**src/rtl/alu_muldiv_seq_pkg.sv**
```systemverilog
// Shared constants for the multiply/divide sequencer: ALU op codes, muldiv op codes
// and sequencer state encodings.
package alu_muldiv_seq_pkg;

    localparam int ALU_CONTROL_WIDTH = 4;
    localparam logic [ALU_CONTROL_WIDTH-1:0] ALU_ADD = 4'b0010;
    localparam logic [ALU_CONTROL_WIDTH-1:0] ALU_SUB = 4'b0110;

    localparam int MULDIV_OP_WIDTH = 2;
    localparam logic [MULDIV_OP_WIDTH-1:0] MULDIV_MUL   = 2'b00;
    localparam logic [MULDIV_OP_WIDTH-1:0] MULDIV_MULHU = 2'b01;
    localparam logic [MULDIV_OP_WIDTH-1:0] MULDIV_DIVU  = 2'b10;
    localparam logic [MULDIV_OP_WIDTH-1:0] MULDIV_REMU  = 2'b11;

    typedef enum logic [1:0] {
        SEQ_IDLE = 2'd0,
        SEQ_RUN  = 2'd1,
        SEQ_DONE = 2'd2
    } seq_state_t;

    // DIVU/REMU share the restoring-divide datapath; MUL/MULHU share shift-add.
    function automatic logic is_div(input logic [MULDIV_OP_WIDTH-1:0] op);
        return op[1];
    endfunction

endpackage

```
**src/rtl/alu_muldiv_seq.sv**
```systemverilog
// Multi-cycle RV32M unsigned MUL/MULHU/DIVU/REMU sequencer driving the shared EX ALU.
// Optional macro MULDIV_DIV0_FAST_EN: divide-by-zero skips the iterative phase.
module alu_muldiv_seq
    import alu_muldiv_seq_pkg::*;
#(
    parameter int DATA_WIDTH = 32
) (
    input  logic                         clk,
    input  logic                         rst,
    input  logic                         flush,
    input  logic                         in_valid,
    output logic                         in_ready,
    input  logic [MULDIV_OP_WIDTH-1:0]   in_op,
    input  logic [DATA_WIDTH-1:0]        in_rs1,
    input  logic [DATA_WIDTH-1:0]        in_rs2,
    output logic                         out_valid,
    input  logic                         out_ready,
    output logic [DATA_WIDTH-1:0]        out_result,
    output logic                         busy,
    output logic [DATA_WIDTH-1:0]        alu_input_data_1,
    output logic [DATA_WIDTH-1:0]        alu_input_data_2,
    output logic [ALU_CONTROL_WIDTH-1:0] alu_control,
    input  logic [DATA_WIDTH-1:0]        alu_output_data
);

    localparam int CNT_W = $clog2(DATA_WIDTH);
    localparam logic [CNT_W-1:0] CNT_LAST = CNT_W'(DATA_WIDTH - 1);

    seq_state_t                 state_q, state_d;
    logic [CNT_W-1:0]           cnt_q;
    logic [DATA_WIDTH-1:0]      hi_q, lo_q, m_q;
    logic [MULDIV_OP_WIDTH-1:0] op_q;

    logic                  accept, last, div0_fast;
    logic [DATA_WIDTH-1:0] mul_sum, div_rs;
    logic                  mul_carry, div_rc, div_ge;

`ifdef MULDIV_DIV0_FAST_EN
    assign div0_fast = is_div(in_op) && (in_rs2 == '0);
`else
    assign div0_fast = 1'b0;
`endif

    assign accept    = (state_q == SEQ_IDLE) && in_valid && !flush;
    assign last      = (cnt_q == CNT_LAST);
    assign in_ready  = (state_q == SEQ_IDLE);
    assign busy      = (state_q != SEQ_IDLE);
    assign out_valid = (state_q == SEQ_DONE);
    // Odd op codes (MULHU, REMU) return the high/remainder register.
    assign out_result = op_q[0] ? hi_q : lo_q;

    always_ff @(posedge clk) begin
        if (rst) begin
            state_q <= SEQ_IDLE;
        end else begin
            state_q <= state_d;
        end
    end

    always_comb begin
        state_d = state_q;
        if (flush) begin
            state_d = SEQ_IDLE;
        end else begin
            case (state_q)
                SEQ_IDLE: if (in_valid) state_d = div0_fast ? SEQ_DONE : SEQ_RUN;
                SEQ_RUN:  if (last)     state_d = SEQ_DONE;
                SEQ_DONE: if (out_ready) state_d = SEQ_IDLE;
                default:  state_d = SEQ_IDLE;
            endcase
        end
    end

    // Per-iteration operands; the ALU does the wide add/sub, carry and borrow come from compares.
    always_comb begin
        div_rc           = hi_q[DATA_WIDTH-1];
        div_rs           = {hi_q[DATA_WIDTH-2:0], lo_q[DATA_WIDTH-1]};
        div_ge           = div_rc | (div_rs >= m_q);
        mul_sum          = lo_q[0] ? alu_output_data : hi_q;
        mul_carry        = lo_q[0] & (mul_sum < hi_q);
        alu_input_data_1 = '0;
        alu_input_data_2 = '0;
        alu_control      = ALU_ADD;
        if (state_q == SEQ_RUN) begin
            alu_input_data_2 = m_q;
            if (is_div(op_q)) begin
                alu_input_data_1 = div_rs;
                alu_control      = ALU_SUB;
            end else begin
                alu_input_data_1 = hi_q;
            end
        end
    end

    always_ff @(posedge clk) begin
        if (rst) begin
            cnt_q <= '0;
            hi_q  <= '0;
            lo_q  <= '0;
            m_q   <= '0;
            op_q  <= MULDIV_MUL;
        end else if (flush) begin
            cnt_q <= '0;
        end else if (accept) begin
            cnt_q <= '0;
            op_q  <= in_op;
            m_q   <= in_rs2;
            if (div0_fast) begin
                hi_q <= in_rs1;
                lo_q <= '1;
            end else begin
                hi_q <= '0;
                lo_q <= in_rs1;
            end
        end else if (state_q == SEQ_RUN) begin
            cnt_q <= last ? '0 : cnt_q + CNT_W'(1);
            if (is_div(op_q)) begin
                hi_q <= div_ge ? alu_output_data : div_rs;
                lo_q <= {lo_q[DATA_WIDTH-2:0], div_ge};
            end else begin
                hi_q <= {mul_carry, mul_sum[DATA_WIDTH-1:1]};
                lo_q <= {mul_sum[0], lo_q[DATA_WIDTH-1:1]};
            end
        end
    end

endmodule

```
**config.mk**
```make
export PLATFORM = sky130hd
export DESIGN_NAME = alu_muldiv_seq
export DESIGN_NICKNAME = d
export VERILOG_FILES = /design/src/rtl/alu_muldiv_seq_pkg.sv /design/src/rtl/alu_muldiv_seq.sv
export SDC_FILE = /design/constraint.sdc
export NUM_CORES = 1
export LEC_CHECK = 0
export BUFFER_PORTS_ARGS = -buffer_cell sky130_fd_sc_hd__buf_2
export CAP_MARGIN = 25
export CELL_PAD_IN_SITES_DETAIL_PLACEMENT = 1
export CELL_PAD_IN_SITES_GLOBAL_PLACEMENT = 1
export CORE_AREA = 10 10 148 150
export CTS_BUF_LIST = sky130_fd_sc_hd__clkbuf_4 sky130_fd_sc_hd__clkbuf_8 sky130_fd_sc_hd__clkbuf_16
export DETAILED_ROUTE_END_ITERATION = 8
export DIE_AREA = 0 0 158 160
export PLACE_DENSITY = 0.92
export REMOVE_ABC_BUFFERS = 1
export SYNTH_ARGS = -nofsm -noshare
export SYNTH_HDL_FRONTEND = slang
export SYNTH_SLANG_ARGS = --single-unit
export TNS_END_PERCENT = 10
```
**constraint.sdc**
```tcl
create_clock -name clk -period 8.07 [get_ports clk]
set_clock_uncertainty 0.2 [all_clocks]
set_input_delay 1.614 -clock clk [delete_from_list [all_inputs] [get_ports clk]]
set_output_delay 1.614 -clock clk [all_outputs]
set_load 0.05 [all_outputs]
```
==> qor.csv <==
metric;value;unit
YS warnings;0;
switching share of power;34.35;%
Layout area overhead;18.91;%
clk_lat worst skew;370;ps
post-DP HPWL;22.63;mm
Final Hold Fails;0;
leading cell type in the layout, fill and taps excluded;buf_2;
clock transition at the registers of the reported paths;90;ps
Vias/cell;5.922;
met1 wire length;13.21;mm
Worst Tran Pin Value;877.1;ps
simple-gate share of the synthesized area;17.89;%
sequential group share of total power;41.2;%
Detailed Routing Iterations Pass 1;9;
Synth Register Bits;105;
CTS tree;done;
critical path's slowest cell;dfxtp_4;
most frequent cells in the layout;buf_2 (202), nor2_1 (141), nand2_1 (122), dfxtp_1 (103), a21oi_1 (92);
area occupied by multi-input gates;5179;um^2
clock power share;36.5;%
Worst EP required;6260;ps
Data arrival, critical path;2510;ps
Worst R2R Setup Slack;4720;ps
via count;8528;
R2R cell count;10;
Worst VDD drop;0.1049;mV
final worst slack;3748;ps
Layout fillers;2388;
gr ovfl total;0;
dpl ws;3846;ps
first-pass GRT wire length;48.67;mm
clock sinks;105;
Top-Level Pins;206;
Mean Syn Cell Area;7.522;um^2
CORE AREA;19080;um^2
largest net degree at the start of global routing;76;
routed len/inst;21.50;um
placed instance count;1421;
Die ar.;25280;um^2
cell taking the most area after synthesis;dfxtp_1;
Synth Area in Compound Gates;24.59;%
maxcap violations;0;
capture point of the worst path;alu_input_data_1[31];
Crit. Startpoint;op_q[1];
Synth Flop Type;dfxtp_1;
Netlist Area Pre-Place;7853;um^2
f_max;231.4;MHz
routed length on met3;1.832;mm
post-synthesis xor/xnor area fraction;0;%
largest family of logic cells by synthesized area;compound AO/OA/AOI/OAI gates;
Synth top area share;26.77;%
register area share after synthesis;26.77;%
Post-Layout Cell Count;1440;
final net count;1363;
Critical Path Max Stage Delay;700;ps
RR Startpoint;lo_q[0];
adder-cell share of the synthesized area;10.36;%
cell count along the critical path;4;
wirelength, routed;30.96;mm
Post-synth EDFFs;0;
failing checks;DRC;
Resized cells post-CTS;0;
PD cells;144.6;nW/um^2
root buffer cell;clkbuf_16;
Final GP Congestion;0.8531;
RSZ-0062 raised after global routing;false;
Leakage;4.033;nW
post-synth cell types;51;
initial antenna violation count;3;
initial core utilization;41.16;%
CP Max Fanout;44;
startpoint types;register;
vias in the first global route;9040;
num rows;51;
RR Endpoint;hi_q[31];
Synth area leaders;dfxtp_1 (27%), ha_1 (10%), mux2i_1 (7.9%);
met2 wire length;15.21;mm
Syn Inst Count;1044;
cell-internal power;0.8863;mW
drt initial violations;696;
Setup Crit Path Kind;register to output pin;
antenna-violating nets left;0;
delay-heaviest family, CP;buffers and inverters;
Port Buffers;202;
Psw;0.4637;mW
CTS H-tree lvls;3;
DIE WIDTH;158;um
max-slew violations;0;
min-delay worst type;register to register;
Buf+Inv Stages, Crit Path;2;
uppermost layer routed;met5;
CTS Buf Count;9;
die height;160;um
setup bufs post-CTS;0;
Setup TNS;0;ps
period utilisation layout;53.56;%
Tot GR Track Use;23.75;%
register area;2107;um^2
Setup violations, final;0;
Tmin final;4322;ps
Post-synth ARST share;0;%
CTS max path bufs;2;
drt drc;2;
CP endpoint kind;output pin;
Rel. slew slack;41.52;%
status;finished with violations;
layout cells sized above 1;23.42;%
Hold Buf Count CTS;0;
critical path, cell by cell;buf_4, nand2_1, a21oi_1, buf_2;
mux contribution to synthesized area;12.49;%
Comb pwr share;22.3;%
-- registers in the layout, summed over array words and instances (netlist names) --
name / cells
cnt_q: 5
hi_q: 32
lo_q: 32
m_q: 32
op_q: 2
state_q: 2
-- final cells by class --
class / instances / share of cell area, %
timing repair buffer: 220 / 12.56
multi-input combinational: 790 / 55.46
clock inverter: 7 / 0.9916
antenna: 2 / 0.05360
tap: 238 / 3.189
inverter: 69 / 2.774
sequential: 105 / 22.56
clock buffer: 9 / 2.412
-- Yosys cell counts (all sizes together) (2+ instances only) --
cell type and instances:
a2111oi 4, a211o 3, a211oi 2, a21o 34
a21oi 92, a221oi 30, a222oi 31, a31oi 3
and2 2, and3 2, buf 26, clkbuf 55
conb 2, dfxtp 105, ha 65, inv 69
mux2 32, mux2i 62, nand2 122, nand2b 2
nand3 4, nand4 10, nor2 143, nor2b 2
nor3 37, nor4 2, o211ai 3, o21a 4
o21ai 78, o31ai 2, o32a 3
-- how the worst min path moves through the flow --
| stage | from | to | slack (ps) | cells after the start |
|---|---|---|---|---|
| after floorplan | m_q[10] | m_q[10] | 230 | 2 |
| after global placement | m_q[4] | m_q[4] | 240 | 2 |
| after detailed placement | m_q[23] | m_q[23] | 250 | 2 |
| after CTS | m_q[23] | m_q[23] | 260 | 2 |
| after global routing | m_q[22] | m_q[22] | 280 | 2 |
| final | m_q[18] | m_q[18] | 260 | 2 |
-- worst reg2reg max path: cells and delay by family (launching register included) --
family,cells,cell delay (ps)
AOI/OAI and AO/OA,8,1860
adders and majority gates,1,360
buffers and inverters,1,490
DFF,1,380
-- logic make-up (layout without fill, tap and decap cells) --
family,count (synthesis),after routing
fa+ha+maj,65,65
simple gates,335,335
compound gates,293,293
mux,94,94
other cells,2,5
flops,105,105
buf+inv,150,305
-- power by group through the flow --
stage	sequential [mW]	clock [mW]	combinational, mW
floorplan	0.568	0	0.182
global placement	0.566	0	0.287
detailed placement	0.567	0	0.297
CTS	0.555	0.494	0.299
global route	0.559	0.518	0.329
finish	0.556	0.493	0.301
-- routing by layer --
metal	vias to the layer above	GRT usage (%)
met4	2	7.414
met3	51	4.217
met5	-	0
met1	4141	29.28
li1	4035	-
met2	299	40.72
-- per-stage QoR --
step | total power [mW] | hold WS [ps] | util [%] | cell area (um^2)
after floorplan | 0.7508 | 230.3 | - | 7502
after CTS | 1.349 | 260.5 | 48.84 | 9319
after global routing | 1.406 | 277.5 | 48.94 | 9338
after global placement | 0.8524 | 242.2 | 47.03 | 8974
final | 1.350 | 256.1 | 48.94 | 9338
after detailed placement | 0.8641 | 249.1 | 47.18 | 9001
(Power assumes the default switching activity.)
